--- config.mk ---
export PLATFORM = sky130hd
export DESIGN_NAME = gnet_frame_tx_flat
export DESIGN_NICKNAME = d
export VERILOG_FILES = /design/src/rtl/gnet_frame_tx_if.sv /design/src/rtl/gnet_frame_tx.sv /design/src/flat_wrapper.sv
export SDC_FILE = /design/constraint.sdc
export NUM_CORES = 1
export LEC_CHECK = 0
export BUFFER_PORTS_ARGS = -buffer_cell sky130_fd_sc_hd__buf_2
export CAP_MARGIN = 0
export CORE_UTILIZATION = 40
export DETAILED_ROUTE_END_ITERATION = 6
export GPL_TIMING_DRIVEN = 0
export HOLD_SLACK_MARGIN = 0.02
export PLACE_DENSITY_LB_ADDON = 0.25
export SYNTH_ARGS = -nofsm -noshare
export SYNTH_HDL_FRONTEND = slang
export SYNTH_SLANG_ARGS = --single-unit
--- constraint.sdc ---
create_clock -name clk -period 2.3 [get_ports clk]
set_input_delay 0.345 -clock clk [delete_from_list [all_inputs] [get_ports clk]]
set_output_delay 0.345 -clock clk [all_outputs]
set_load 0.01 [all_outputs]
--- src/rtl/gnet_frame_tx_if.sv ---
// Payload, request-frame, echo and status signals of the gnet frame transmitter.
// The master modport is the transmitter; the slave modport is its environment.
interface gnet_frame_tx_if;
    logic [1:0] pl_data;
    logic       pl_valid;
    logic       pl_ready;
    logic [7:0] A_b_i;
    logic       tx_valid;
    logic       tx_ready;
    logic [7:0] A_b_o;
    logic       echo_valid;
    logic [7:0] err_cnt;
    logic [7:0] to_cnt;
    logic       busy;

    modport master (
        input  pl_data, pl_valid, tx_ready, A_b_o, echo_valid,
        output pl_ready, A_b_i, tx_valid, err_cnt, to_cnt, busy
    );

    modport slave (
        output pl_data, pl_valid, tx_ready, A_b_o, echo_valid,
        input  pl_ready, A_b_i, tx_valid, err_cnt, to_cnt, busy
    );
endinterface

--- src/rtl/gnet_frame_tx.sv ---
// Frame transmitter: queues 2-bit payloads, sends {2'b10, payload, TRAILER}
// request frames and checks the echoed frame, counting mismatches and timeouts.
module gnet_frame_tx #(
    parameter int         DEPTH   = 4,
    parameter int         TIMEOUT = 15,
    parameter logic [3:0] TRAILER = 4'b0000
) (
    input  logic            clk,
    input  logic            rst,
    gnet_frame_tx_if.master bus
);
    localparam int AW = $clog2(DEPTH);
    localparam int CW = AW + 1;

    typedef enum logic [1:0] {IDLE, SEND, WAIT_ECHO} state_e;

    logic [1:0]    mem_q [DEPTH];
    logic [AW-1:0] wr_ptr_q, rd_ptr_q;
    logic [CW-1:0] count_q;
    logic          fifo_full, fifo_empty, push, pop;

    state_e     state_q, state_d;
    logic [1:0] payload_q, payload_d;
    logic [7:0] timer_q, timer_d;
    logic [7:0] err_q, err_d;
    logic [7:0] to_q, to_d;
    logic       tx_valid;
    logic [7:0] frame;
    logic       echo_ok;

    assign fifo_full  = (count_q == CW'(DEPTH));
    assign fifo_empty = (count_q == '0);
    assign push       = bus.pl_valid && bus.pl_ready;
    assign pop        = (state_q == IDLE) && !fifo_empty;

    // Full is judged on the registered count, so a same-cycle pop never frees a slot early.
    assign bus.pl_ready = !fifo_full && !rst;

    // NOTE: payload storage has no reset; the pointers and count alone define its contents.
    always_ff @(posedge clk) begin
        if (push) begin
            mem_q[wr_ptr_q] <= bus.pl_data;
        end
    end

    // NOTE: sequential state uses non-blocking assignments so every register samples pre-edge values.
    always_ff @(posedge clk) begin
        if (rst) begin
            wr_ptr_q <= '0;
            rd_ptr_q <= '0;
            count_q  <= '0;
        end else begin
            if (push) wr_ptr_q <= wr_ptr_q + AW'(1);
            if (pop)  rd_ptr_q <= rd_ptr_q + AW'(1);
            case ({push, pop})
                2'b10:   count_q <= count_q + CW'(1);
                2'b01:   count_q <= count_q - CW'(1);
                default: count_q <= count_q;
            endcase
        end
    end

    always_ff @(posedge clk) begin
        if (rst) begin
            state_q   <= IDLE;
            payload_q <= '0;
            timer_q   <= '0;
            err_q     <= '0;
            to_q      <= '0;
        end else begin
            state_q   <= state_d;
            payload_q <= payload_d;
            timer_q   <= timer_d;
            err_q     <= err_d;
            to_q      <= to_d;
        end
    end

    // Low two echo bits are don't-care.
    assign echo_ok = ((bus.A_b_o & 8'hFC) == {2'b11, payload_q, 4'b0000});

    // NOTE: every output of this block is defaulted first so no path infers a latch.
    always_comb begin
        state_d   = state_q;
        payload_d = payload_q;
        timer_d   = timer_q;
        err_d     = err_q;
        to_d      = to_q;
        tx_valid  = 1'b0;
        frame     = 8'h00;

        case (state_q)
            IDLE: begin
                if (!fifo_empty) begin
                    payload_d = mem_q[rd_ptr_q];
                    state_d   = SEND;
                end
            end
            SEND: begin
                tx_valid = 1'b1;
                frame    = {2'b10, payload_q, TRAILER};
                if (bus.tx_ready) begin
                    timer_d = '0;
                    state_d = WAIT_ECHO;
                end
            end
            WAIT_ECHO: begin
                timer_d = timer_q + 8'd1;
                // An echo on the deadline cycle takes priority over the timeout.
                if (bus.echo_valid) begin
                    if (!echo_ok && err_q != 8'hFF) err_d = err_q + 8'd1;
                    state_d = IDLE;
                end else if (timer_q == 8'(TIMEOUT - 1)) begin
                    if (to_q != 8'hFF) to_d = to_q + 8'd1;
                    state_d = IDLE;
                end
            end
            default: state_d = IDLE;
        endcase
    end

    assign bus.tx_valid = tx_valid;
    assign bus.A_b_i    = frame;
    assign bus.err_cnt  = err_q;
    assign bus.to_cnt   = to_q;
    assign bus.busy     = (state_q != IDLE) || !fifo_empty;
endmodule
--- src/flat_wrapper.sv ---
// flat-port wrapper written by rule: the top's interface ports become plain ports
module gnet_frame_tx_flat 
#(
    parameter int         DEPTH   = 4,
    parameter int         TIMEOUT = 15,
    parameter logic [3:0] TRAILER = 4'b0000
)
  (clk, rst, bus_pl_data, bus_pl_valid, bus_tx_ready, bus_A_b_o, bus_echo_valid, bus_pl_ready, bus_A_b_i, bus_tx_valid, bus_err_cnt, bus_to_cnt, bus_busy);
  gnet_frame_tx_if bus_i ();
  input  logic clk;
  input  logic rst;
  input wire logic [$bits(bus_i.pl_data)-1:0] bus_pl_data;
  input wire logic [$bits(bus_i.pl_valid)-1:0] bus_pl_valid;
  input wire logic [$bits(bus_i.tx_ready)-1:0] bus_tx_ready;
  input wire logic [$bits(bus_i.A_b_o)-1:0] bus_A_b_o;
  input wire logic [$bits(bus_i.echo_valid)-1:0] bus_echo_valid;
  output wire logic [$bits(bus_i.pl_ready)-1:0] bus_pl_ready;
  output wire logic [$bits(bus_i.A_b_i)-1:0] bus_A_b_i;
  output wire logic [$bits(bus_i.tx_valid)-1:0] bus_tx_valid;
  output wire logic [$bits(bus_i.err_cnt)-1:0] bus_err_cnt;
  output wire logic [$bits(bus_i.to_cnt)-1:0] bus_to_cnt;
  output wire logic [$bits(bus_i.busy)-1:0] bus_busy;
  assign bus_i.pl_data = bus_pl_data;
  assign bus_i.pl_valid = bus_pl_valid;
  assign bus_i.tx_ready = bus_tx_ready;
  assign bus_i.A_b_o = bus_A_b_o;
  assign bus_i.echo_valid = bus_echo_valid;
  assign bus_pl_ready = bus_i.pl_ready;
  assign bus_A_b_i = bus_i.A_b_i;
  assign bus_tx_valid = bus_i.tx_valid;
  assign bus_err_cnt = bus_i.err_cnt;
  assign bus_to_cnt = bus_i.to_cnt;
  assign bus_busy = bus_i.busy;
  gnet_frame_tx #(.DEPTH(DEPTH), .TIMEOUT(TIMEOUT), .TRAILER(TRAILER)) u_core (.clk(clk), .rst(rst), .bus(bus_i));
endmodule
* Yosys cells after proc, flatten, opt, wreduce, memory -nomap -nowiden
Memory sizes are Yosys's and may differ from the RTL's. A register that Yosys moved wholly into a read port is not among the register bits.
Index checks and enable logic that the tools add are counted.
** Storage, ports and cells
- RAM bits :: 8
- Bits in read-only memories :: 0
- Output and inout port bits :: 27
- Memories :: 1
- Latch bits :: 0
- Register bits after elaboration :: 33
** Cells by class
- Shifts and indexed selects :: 0
- $mul :: 0
- Eq/ne operators :: 12
- Bitwise gates (word level) :: 2
- Magnitude comparators :: 0
- Muxes and demuxes :: 12
- Div/mod/pow operators :: 0
- Reductions and logical operators :: 19
- Add/sub/neg operators :: 7
** Memories
- u_core.mem_q :: words 4, width 2, read ports 1, clocked after memory_dff 1, wr ports 1, RTL line gnet_frame_tx.sv:17 : logic [1:0] mem_q [DEPTH];
** Operator list (number)
- adder 8 x 1 -> 8 bit (second input constant) :: 3
- two-way mux 8 bit :: 2
- != test 8 bit (second input constant) :: 2
- case mux 8 bit (2 select lines) :: 1
- equality test 8 x 4 -> 1 bit (second input constant) :: 1
- two-way mux 2 bit :: 4
- equality test 6 bit :: 1
- case mux 2 bit (3 select lines) :: 1
- case mux 3 bit (2 select lines) :: 1
- AND reduction 3 bit :: 2
- nonzero test 2 bit :: 3
- adder 2 x 1 -> 2 bit (second input constant) :: 2
- equality test 2 x 1 -> 1 bit (second input constant) :: 2
- equality test 2 bit (second input constant) :: 2
- logical AND 1 bit :: 4
- zero test 1 bit :: 4
- != test 2 bit (second input constant) :: 2
- AND reduction 2 bit :: 2
- AND reduction 4 bit :: 1
- adder 3 x 1 -> 3 bit (second input constant) :: 1
- equality test 3 bit (second input constant) :: 1
- zero test 3 bit :: 1
- two-way mux 1 bit :: 3
- != test 3 x 2 -> 1 bit (second input constant) :: 1
- 4 further kinds :: 5

* Logic depth before layout (Yosys ltp)
- Depth in word-level cells :: 6
- Gate-level depth with buffers :: 9
- Depth with buffers taken out :: 9

* Worst setup path before layout
OpenSTA, ideal clock, no wires.
- Path type :: reg2reg
- From :: register u_core.state_q[0]
- To :: register u_core.count_q[2]
- Slack :: 0.149 ns
- Data arrival time :: 2.081 ns
- Buffers on the path :: 1
- Stages on the path, launching flop included :: 9
- Setup time :: 0.070 ns
- Path through :: dfxtp_1 > clkbuf_1 > nor3_2 > ha_1 > inv_1 > fa_1 > xor2_1 > or3_1 > a21oi_1
** On the way
- Longest elaborated chain between the ends :: 4
** Ends and longest elaborated chain
- start, declared :: RTL line gnet_frame_tx.sv:22 : state_e state_q, state_d;
- start signal, assigned :: RTL line gnet_frame_tx.sv:71 : state_q <= state_d;
- zero test 2 bit * :: RTL line gnet_frame_tx.sv:34 : assign pop = (state_q == IDLE) && !fifo_empty;
- logical AND 1 bit * :: RTL line gnet_frame_tx.sv:34
- via u_core.pop :: RTL line gnet_frame_tx.sv:20 : logic fifo_full, fifo_empty, push, pop;
- equality test 2 x 1 -> 1 bit or equality test 2 bit (tied branches) :: RTL line gnet_frame_tx.sv:55 : case ({push, pop})
- case mux 3 bit (2 select lines) or nonzero test 2 bit (tied branches)
- end signal, assigned :: RTL line gnet_frame_tx.sv:56 : 2'b10: count_q <= count_q + CW'(1);
- end signal, assigned :: RTL line gnet_frame_tx.sv:57 : 2'b01: count_q <= count_q - CW'(1);
- end signal, assigned :: RTL line gnet_frame_tx.sv:58 : default: count_q <= count_q;
- end, declared :: RTL line gnet_frame_tx.sv:19 : logic [CW-1:0] count_q;
The timed path passes the listed nets; every way through them passes the cells marked *.
A chain may end at the register's enable or synchronous reset.

* Final worst setup path
Same ends and word-level chain as after synthesis.

==> run metrics <==
outcome finished clean; CTS clk-pin slew, worst paths about 0.080 ns; Synth Area in Compound Gates between 10% and 20%; Tmin final ~2.1 ns; Core ar. 0.00551 mm^2; final non-filler cell total around 360; Fin Hold WS about 0.27 ns; insertion delay to the later sink of the worst-skew pair 0.30 ns; Worst Path Required ~2.5 ns; vias in the first global route 1,733; Synth top cells by count dfxtp_1, a21oi_1, nor2_1; Vias approximately 1,900; placed insts about 350; total track usage between 10% and 20%; main combinational cell family by area after synthesis simple AND/OR/NAND/NOR gates; Final Hold Fails 0; hold crit path type input port to flip-flop; Antenna diodes 0; grt ovf 0; relative slew slack 64.5%; DRT Pass-1 Iters 6; synthesis-to-finish area growth 19.0%; site row count 27; ys async rst share 0%; first-pass GRT wire length roughly 7800 um; drt wl/cell about 12 um; RSZ-0062 raised after global routing false; IO Count 42; detailed placement HPWL approximately 3200 um; count leader, synth dfxtp_1; Total Wirelength around 4500 um; critical path class flip-flop to flip-flop; Worst VDD drop between 0.4 and 0.5 mV; Avg Inst Size Synth approximately 9.5 um^2; htree depth 2; Tightest Pin Transition between 0.5 and 0.6 ns; synth unique cells between 50 and 60; Simple-Gate Fraction of Synth Area 24.2%; Lkg Pwr 1.06 nW; clk root buf clkbuf_8; Cells after Synth between 200 and 250; Synth area leader dfxtp_1; largest net degree at the start of global routing 14; startpoint class of the critical path flip-flop; DRC errors left 0; Max Fclk 0.470 GHz; layout net count around 310; Setup TNS 0 ns; chip width a little under 80 um; Initial Util about two fifths; critical path endpoint category flip-flop; CTS tree built; share of layout cells above drive strength 1 a little under a quarter; Synth top area share roughly 31%; crit path max fanout 10; CP arrival approximately 2.4 ns; cts hold-fix bufs 0; clk_skew 0.00737 ns; Yosys reg bits 43; CTS Buf Count 5; ys flop type dfxtp_1; max-slew violations 0; ratio of final minimum period to clock period slightly above 90%; Clock Sink Count 43; DP Worst Slack -0.102 ns; multiplexer share of the synthesized area 4.32%; final estimated routing congestion in global placement just under 0.8; Synth Area in Adders 5.80%; final worst slack roughly 0.17 ns; DIE AREA approximately 0.0060 mm^2; post-route ant nets 0; die height ~78 um; port buffer count 34; xor-xnor portion of the synthesized cell area between 3 and 4%; Max Buffers Root-to-Sink 2; fill count 517; initial antenna violation count 0; power per cell area around 830 mW/mm^2; Setup-failing EPs final 0; Yosys warning count 0; Syn Std Cell Area between 0.002 and 0.0025 mm^2; Post-synth EDFFs 8; sequential cell area fraction in the yosys report between 40% and 50%; DR iter-0 viols 83; Synth area leaders dfxtp_1, edfxtp_1, ha_1, a21oi_1, nor2_1; via/cell ratio a little over 5; max-cap viol count 0
## logic make-up (layout without fill, tap and decap cells)
family,count (synthesis),count (layout)
and+or+nand+nor,91,91
DFF,43,43
muxes,7,7
adders and majority gates,10,10
buffers and inverters,30,73
other,1,5
xor gates and xnor gates,8,8
AOI/OAI and AO/OA,52,52
## where the power goes
part / switching [mW] / internal, mW
registers: 0.0748 / 0.840
clock network: 0.260 / 0.434
logic: 0.363 / 0.295
total: 0.698 / 1.57
## area by class of cell
class	instances	area (um^2)	area share (%)
clock buffer	6	72.6	2.67
multi-input combinational	173	1220	44.9
sequential	43	941	34.6
timing repair buffer	35	178	6.53
buffer	17	110	4.05
inverter	13	48.8	1.79
clock inverter	2	60.1	2.21
tap	72	90.1	3.31
## flip-flops by register name (all words and copies together), names as in the netlist, 3 cells and up
name	flops
u_core.timer_q	8
u_core.count_q	3
u_core.bus.err_cnt	8
u_core.bus.to_cnt	8
u_core.mem_q	8
## metrics by stage
step	power (mW)	instance area [um^2]	utilization, %
floorplan	1.39	2300	-
finish	2.27	2720	49.4
global route	2.43	2720	49.4
global placement	1.53	2560	46.5
CTS	2.28	2710	49.3
detailed placement	1.54	2560	46.5
## per-layer routing
layer / wire (um) / vias up / global-route usage (%) / share of wire (%)
met4: 57 / 0 / 6.60 / 1.3
met5: 0 / - / 0 / 0
met1: 2080 / 861 / 20.5 / 46
met2: 2230 / 27 / 26.9 / 50
met3: 125 / 5 / 3.76 / 2.8
li1: - / 970 / - / -
## path summary, 6_finish.rpt
| path | start | endpoint | slack [ns] | depth (start not counted) |
|---|---|---|---|---|
| worst min-delay path | bus_pl_data[1] | u_core.mem_q[1][1] | 0.27 | 1 |
| worst max-delay path | u_core.state_q[0] | u_core.count_q[2] | 0.17 | 8 |
| worst min register to register | u_core.bus.to_cnt[7] | u_core.bus.to_cnt[7] | 0.50 | 1 |
| worst max register to register | u_core.state_q[0] | u_core.count_q[2] | 0.17 | 8 |
## critical path: stages, from the launching register on
cell,delay (ns)
dfxtp_1,0.33
clkbuf_1,0.24
nor3_4,0.24
ha_1,0.20
inv_1,0.06
fa_1,0.38
xor2_1,0.18
or3_1,0.31
a21oi_1,0.13
## what timing repair did
action | CTS | global route
pin swaps | 1 | 0
endpoints found under the setup margin | 1 | 1
buffers inserted | 1 | 0
gates resized for setup | 2 | 1
## cell usage in the layout (no fill, tap or decap), drive strengths merged, types with 3 or more instances in the layout
| cell type | count |
|---|---|
| nor2b | 4 |
| a21oi | 22 |
| edfxtp | 8 |
| o21ai | 9 |
| xor2 | 6 |
| and4 | 5 |
| nor2 | 19 |
| a31oi | 3 |
| buf | 48 |
| mux2 | 3 |
| nor3 | 3 |
| inv | 13 |
| nand2 | 11 |
| ha | 9 |
| o31ai | 7 |
| nor4 | 4 |
| or3 | 5 |
| and3 | 3 |
| and2 | 8 |
| conb | 5 |
| clkbuf | 10 |
| or4 | 8 |
| dfxtp | 35 |
| nand3 | 9 |
| o41ai | 3 |
| nand4 | 4 |
| o311ai | 3 |
No activity file was read; power rests on OpenSTA's default activity.
